==> src/rtl/jtpopeye_bck_scan.sv <==
// Background scan reader.
// Applies X/Y scroll to the raster position, fetches packed-nibble bytes from the
// shared background RAM, selects a nibble and emits the 5-bit colour {bank, nibble}
// together with blanking delayed to match. The RAM port is shared with the CPU,
// and the CPU always wins.
//
// Ports:
//   clk, rst_n          system clock, asynchronous active-low reset
//   pxl_cen_i           pixel clock enable (spacing >= 3 clk)
//   h_i, v_i            raster counters
//   lhbl_i, lvbl_i      active-low blanking inputs
//   scr_we_i, scr_sel_i scroll register write strobe and select
//   dd_i                CPU data for scroll writes
//   cpu_cs_i            CPU owns the RAM port this clk
//   cpu_addr_i          CPU RAM address
//   ram_addr_o          address to the shared RAM
//   ram_dout_i          RAM read data, valid one clk after address
//   bakc_o              background colour {bank, nibble}
//   lhbl_dly_o          lhbl_i aligned with bakc_o
//   lvbl_dly_o          lvbl_i aligned with bakc_o
module jtpopeye_bck_scan #(
  parameter int unsigned AW  = 12,
  parameter int unsigned LAT = 2
) (
  input  logic          clk,
  input  logic          rst_n,
  input  logic          pxl_cen_i,
  input  logic [8:0]    h_i,
  input  logic [7:0]    v_i,
  input  logic          lhbl_i,
  input  logic          lvbl_i,
  input  logic          scr_we_i,
  input  logic [1:0]    scr_sel_i,
  input  logic [7:0]    dd_i,
  input  logic          cpu_cs_i,
  input  logic [AW-1:0] cpu_addr_i,
  output logic [AW-1:0] ram_addr_o,
  input  logic [7:0]    ram_dout_i,
  output logic [4:0]    bakc_o,
  output logic          lhbl_dly_o,
  output logic          lvbl_dly_o
);

  // The pipeline below is hard-wired to two pixel stages.
  if (LAT != 2) begin : g_bad_lat
    $error("jtpopeye_bck_scan: LAT must be 2");
  end

  logic [8:0]    scroll_x_q, scroll_x_d;
  logic [7:0]    scroll_y_q, scroll_y_d;
  logic          bank_q, bank_d;

  logic [AW-1:0] scan_addr_q, scan_addr_d;
  logic          nib_sel0_q, nib_sel0_d;
  logic          lhbl0_q, lhbl0_d;
  logic          lvbl0_q, lvbl0_d;
  logic          req0_q, req0_d;
  logic          cap_q, cap_d;      // ram_dout holds our fetch this clk
  logic          rd_ok_q, rd_ok_d;  // fetch was not stolen by the CPU
  logic [7:0]    byte1_q, byte1_d;

  logic [4:0]    bakc_q, bakc_d;
  logic          lhbl_dly_q, lhbl_dly_d;
  logic          lvbl_dly_q, lvbl_dly_d;

  logic [8:0]    hs;
  logic [7:0]    vs;
  logic          blank;
  logic [3:0]    nibble;

  assign hs = h_i + scroll_x_q;
  assign vs = v_i + scroll_y_q;

  assign blank  = !lhbl0_q || !lvbl0_q;
  assign nibble = nib_sel0_q ? byte1_q[7:4] : byte1_q[3:0];

  assign ram_addr_o = cpu_cs_i ? cpu_addr_i : scan_addr_q;

  always_comb begin
    scroll_x_d  = scroll_x_q;
    scroll_y_d  = scroll_y_q;
    bank_d      = bank_q;
    scan_addr_d = scan_addr_q;
    nib_sel0_d  = nib_sel0_q;
    lhbl0_d     = lhbl0_q;
    lvbl0_d     = lvbl0_q;
    req0_d      = 1'b0;
    cap_d       = req0_q;
    rd_ok_d     = rd_ok_q;
    byte1_d     = byte1_q;
    bakc_d      = bakc_q;
    lhbl_dly_d  = lhbl_dly_q;
    lvbl_dly_d  = lvbl_dly_q;

    if (scr_we_i) begin
      case (scr_sel_i)
        2'd0:    scroll_x_d[7:0] = dd_i;
        2'd1:    {bank_d, scroll_x_d[8]} = dd_i[1:0];
        2'd2:    scroll_y_d = dd_i;
        default: ;
      endcase
    end

    // Clk after stage 0: the scan address is on the port unless the CPU took it.
    if (req0_q) begin
      rd_ok_d = !cpu_cs_i;
    end

    // A stolen fetch leaves byte1 untouched so the previous pixel repeats.
    if (cap_q && rd_ok_q) begin
      byte1_d = ram_dout_i;
    end

    if (pxl_cen_i) begin
      // Stage 0: sample position and blanking, launch the fetch.
      scan_addr_d = AW'({vs[7:3], hs[8:2]});
      nib_sel0_d  = vs[2];
      lhbl0_d     = lhbl_i;
      lvbl0_d     = lvbl_i;
      req0_d      = 1'b1;
      // Stage 1: colour for the pixel sampled at the previous pxl_cen.
      bakc_d      = blank ? 5'd0 : {bank_q, nibble};
      lhbl_dly_d  = lhbl0_q;
      lvbl_dly_d  = lvbl0_q;
    end
  end

  always_ff @(posedge clk or negedge rst_n) begin
    if (!rst_n) begin
      scroll_x_q  <= '0;
      scroll_y_q  <= '0;
      bank_q      <= 1'b0;
      scan_addr_q <= '0;
      nib_sel0_q  <= 1'b0;
      lhbl0_q     <= 1'b0;
      lvbl0_q     <= 1'b0;
      req0_q      <= 1'b0;
      cap_q       <= 1'b0;
      rd_ok_q     <= 1'b0;
      byte1_q     <= '0;
      bakc_q      <= '0;
      lhbl_dly_q  <= 1'b0;
      lvbl_dly_q  <= 1'b0;
    end else begin
      scroll_x_q  <= scroll_x_d;
      scroll_y_q  <= scroll_y_d;
      bank_q      <= bank_d;
      scan_addr_q <= scan_addr_d;
      nib_sel0_q  <= nib_sel0_d;
      lhbl0_q     <= lhbl0_d;
      lvbl0_q     <= lvbl0_d;
      req0_q      <= req0_d;
      cap_q       <= cap_d;
      rd_ok_q     <= rd_ok_d;
      byte1_q     <= byte1_d;
      bakc_q      <= bakc_d;
      lhbl_dly_q  <= lhbl_dly_d;
      lvbl_dly_q  <= lvbl_dly_d;
    end
  end

  assign bakc_o     = bakc_q;
  assign lhbl_dly_o = lhbl_dly_q;
  assign lvbl_dly_o = lvbl_dly_q;

endmodule

==> config.mk <==
export PLATFORM = sky130hd
export DESIGN_NAME = jtpopeye_bck_scan
export DESIGN_NICKNAME = d
export VERILOG_FILES = /design/src/rtl/jtpopeye_bck_scan.sv
export SDC_FILE = /design/constraint.sdc
export NUM_CORES = 1
export LEC_CHECK = 0
export CORE_MARGIN = 2
export CORE_UTILIZATION = 50
export CTS_BUF_LIST = sky130_fd_sc_hd__clkbuf_8
export CTS_CLUSTER_SIZE = 30
export DETAILED_ROUTE_END_ITERATION = 12
export PLACE_DENSITY = 0.83
export SLEW_MARGIN = 20
export SYNTH_ARGS = -nofsm -noshare
export SYNTH_HDL_FRONTEND = slang
export SYNTH_SLANG_ARGS = --single-unit
==> constraint.sdc <==
create_clock -name clk -period 3.6 [get_ports clk]
set_input_delay 0.36 -clock clk [delete_from_list [all_inputs] [get_ports clk]]
set_output_delay 0.36 -clock clk [all_outputs]
set_load 0.1 [all_outputs]
* Word level (Yosys, flattened, before mapping) *
Index checks and enable logic that the tools add are counted.

storage, ports and cells
  bits in registers = 51
  input port bits = 54
  output and inout bits = 19
  word-level logic and storage cells = 32

operators by class
  add/subtract/negate cells = 2
  eq/ne operators = 2
  multiplexer cells = 4
  reduce and logical (&&, ||, !) cells = 9

operators with widths
  cell                                                                    number
  12-bit two-way mux                                                      1
  9-bit adder                                                             1
  8-bit adder                                                             1
  2-bit AND reduction                                                     3
  5-bit two-way mux                                                       1
  4-bit two-way mux                                                       1
  1-bit zero test                                                         3
  2-bit by 1-bit equality test with 1-bit output (second input constant)  1
  2-bit equality test (second input constant)                             1
  2-bit zero test                                                         1
  1-bit logical AND                                                       1
  1-bit logical OR                                                        1
  1-bit two-way mux                                                       1

* Longest topological paths before layout *
  word-level depth = 3
  depth in mapped cells = 5
  depth with buffers taken out = 5

* Worst setup path before layout *
Ideal clock, no wire load.

  path kind = input to register
  start = input h_i[2]
  end = register scan_addr_q[2]
  data arrival time = 1.496 ns
  data required time = 3.480 ns
  setup slack = 1.984 ns
  stages on the path = 5
  cell sequence = ha_1 > a21oi_4 > a21boi_1 > or3_1 > a31o_2

between the ends
  word-level cells in the longest chain between the ends = 1

ends and longest elaborated chain
  item                    RTL line  source
  start: declaration      28        input logic [8:0] h_i,
  9-bit adder             71        assign hs = h_i + scroll_x_q;
  end signal: assignment  148       scan_addr_q <= scan_addr_d;
  end: declaration        53        logic [AW-1:0] scan_addr_q, scan_addr_d;

No other way between the ends.
A chain may end at the register's enable or synchronous reset.

* Worst setup path after layout *
  start = input cpu_cs_i
  end = output ram_addr_o[1]

between the ends
  word-level cells in the longest chain between the ends = 1

ends and longest elaborated chain
  item                RTL line  source
  start: declaration  35        input logic cpu_cs_i,
  12-bit two-way mux  77        assign ram_addr_o = cpu_cs_i ? cpu_addr_i : scan_addr_q;
  end: declaration    37        output logic [AW-1:0] ram_addr_o,

No other way between the ends.

==> results_dict.tcl <==
set metrics [dict create \
    r2r-start "scroll_x_q[2]" \
    max_cap_viol_count 0 \
    clock_latency_ns 0.29 \
    critical_path.startpoint "cpu_cs_i" \
    design_area_um2 3490 \
    area.growth.synth_to_final_pct 32.4 \
    required_ns 3.24 \
    clock_sinks 51 \
    placed_cells 352 \
    dieArea_um2 5870 \
    slew_viol_final 0 \
    synth_most_common_cell "dfrtp_1" \
    placed_area_um2 3390 \
    worst-path-max-fanout 13 \
    cp-end-kind "output pin" \
    grt-ovfl-total 0 \
    p_leak_nw 1.49 \
    synth_area_leader_cell "dfrtp_1" \
    cp-start-kind "input port" \
    fin_ws_ns 1.41 \
    place.gp.congestion 0.859 \
    coreArea_um2 5110 \
    grt_max_degree 52 \
    fillCellCount 396 \
    cts_setup_buffers 0 \
    hp-class "input port to async pin" \
    grt_pass1_wl_mm 9.34 \
    synth_seq_cells 51 \
    finClkSkew_ns 0.00287 \
    synth_common_cells "dfrtp_1 (51), mux2_2 (44), ha_1 (13)" \
    dp_hpwl_mm 4.17 \
    pin_count 73 \
    start_util_pct 51.6 \
    worst_pin_slew_ns 0.978 \
    routedWlPerCell_um 15.5 \
    grt.total_usage_pct 19.7 \
    slew_headroom_pct 34.6 \
    htree_num_levels 2 \
    hold_buffers 0 \
    netlist_instances 215 \
    period_minus_slack_ns 2.19 \
    syn-num-nets 282 \
    drc 0 \
    hold_viol_final 0 \
    synth_top_area_share_pct 48.4 \
    via_per_inst 5.44 \
    final_cells 359 \
    route.antenna.remaining_nets 0 \
    timing.fmax_mhz 456 \
    tns_ns 0 \
    final_nets 356 \
    grt_pass1_vias 1992 \
    rsz0062_at_grt "false" \
    num_antenna_cells 0 \
    cts_tree "yes" \
    path_clk_slew_ns 0.08 \
    status "finished, final reports clean" \
    pwr_density_cell_nw_per_um2 572 \
    synth_edf_count 0 \
    seq_area_frac_synth_pct 48.4 \
    critPathKind "input port to output pin" \
    synthTopCellsByArea "dfrtp_1 (48%), mux2_2 (19%), ha_1 (6.2%), mux2i_1 (1.9%), o2bb2ai_1 (1.7%)" \
    post_cts_resized 0 \
    die_y_um 76.6 \
    io_buffers 72 \
    ys_types 41 \
    initialDrtViolationCount 126 \
    finalSetupViolations 0 \
    final_layout_size_suffix_gt1_share_pct 24.9 \
    rows 26 \
    avgSynthCellArea_um2 12.3 \
    dp_slack_ns 1.39 \
    synthFlopType "dfrtp_1" \
    finalCritPeriodShare_pct 60.9 \
    firstDrtPassIters 4 \
    vias 1954 \
    whs_ns 0.0743 \
    die-width_um 76.6 \
    cts_max_path_buffers 2 \
    syn_area_um2 2640 \
    cp.arrival_ns 1.83 \
    antenna_found_initial 0 \
    root_buffer "clkbuf_8" \
    synth_async_sr_flop_share_pct 100 \
    cts_buffers 5 \
    yosysWarnings 0 \
    wirelength_mm 5.55 \
    vdd_drop_max_mv 0.371 \
]
-- worst paths after layout --
| check | end | slack (ns) | depth (start not counted) |
|---|---|---|---|
| max in group asynchronous | scan_addr_q[6] | 3.10 | 1 |
| min | scroll_x_q[5] | 0.07 | 1 |
| min reg2reg | cap_q | 0.40 | 0 |
| max | ram_addr_o[1] | 1.41 | 3 |
| max reg2reg | scan_addr_q[2] | 1.86 | 5 |
| min in group clk | cap_q | 0.40 | 0 |
-- report_power, final --
group	switching [mW]	leakage, nW	internal, mW
combinational	0.527	0.822	0.316
sequential	0.0843	0.610	0.695
clock	0.174	0.0554	0.201
-- cells in the final DEF, fill, tap and decap left out, types with 4 or more instances in the layout --
cell type and instances:
mux2_2 44, buf_4 14, dfrtp_1 51, nor2_1 5
inv_1 6, xnor2_1 4, o2bb2ai_1 5, mux2i_1 5
clkbuf_8 5, or3_1 5, nand2_1 11, nand4_1 4
a21oi_1 6, nand3_1 6, ha_1 13, clkdlybuf4s50_1 59
nor3_1 4, a31oi_1 4
-- flip-flops by register name, indices dropped and copies added, names as in the netlist --
name and flops:
lvbl_dly_o 1, lhbl_dly_o 1, rd_ok_q 1, lhbl0_q 1, scroll_x_q 9, bakc_o 5
byte1_q 8, cap_d 1, bank_q 1, cap_q 1, scroll_y_q 8, nib_sel0_q 1
scan_addr_q 12, lvbl0_q 1
-- routing by layer --
| metal | GRT usage, % | part of all wire [%] |
|---|---|---|
| met1 | 25.7 | 47 |
| met2 | 33.9 | 48 |
| met3 | 4.50 | 4.5 |
| met4 | 3.82 | 0.49 |
| met5 | 0 | 0 |
-- worst max-delay path, cell delays in order --
cell,delay [ns]
clkdlybuf4s50_1,0.83
mux2_2,0.41
buf_4,0.23
-- per-stage QoR --
stage | util [%] | total power, mW
after floorplan | - | 1.41
after global placement | 66.3 | 1.60
after detailed placement | 66.3 | 1.63
after CTS | 68.3 | 2.00
after global routing | 68.3 | 2.10
final | 68.3 | 2.00
-- logic make-up after synthesis --
logic type	share of synthesized area, %
simple gates	10.4
mux	20.7
fa+ha+maj	6.17
buf+inv	2.18
compound gates	10.9
flops	48.4
xor+xnor	1.33
-- cell type report --
class,count,area (µm²),share of cell area [%]
multi-input combinational,152,1300,37.3
sequential,51,1280,36.6
timing repair buffer,73,696,19.9
tap,70,87.6,2.51
clock buffer,5,68.8,1.97
clock inverter,2,33.8,0.968
inverter,6,25.0,0.717
(Power assumes the default switching activity.)
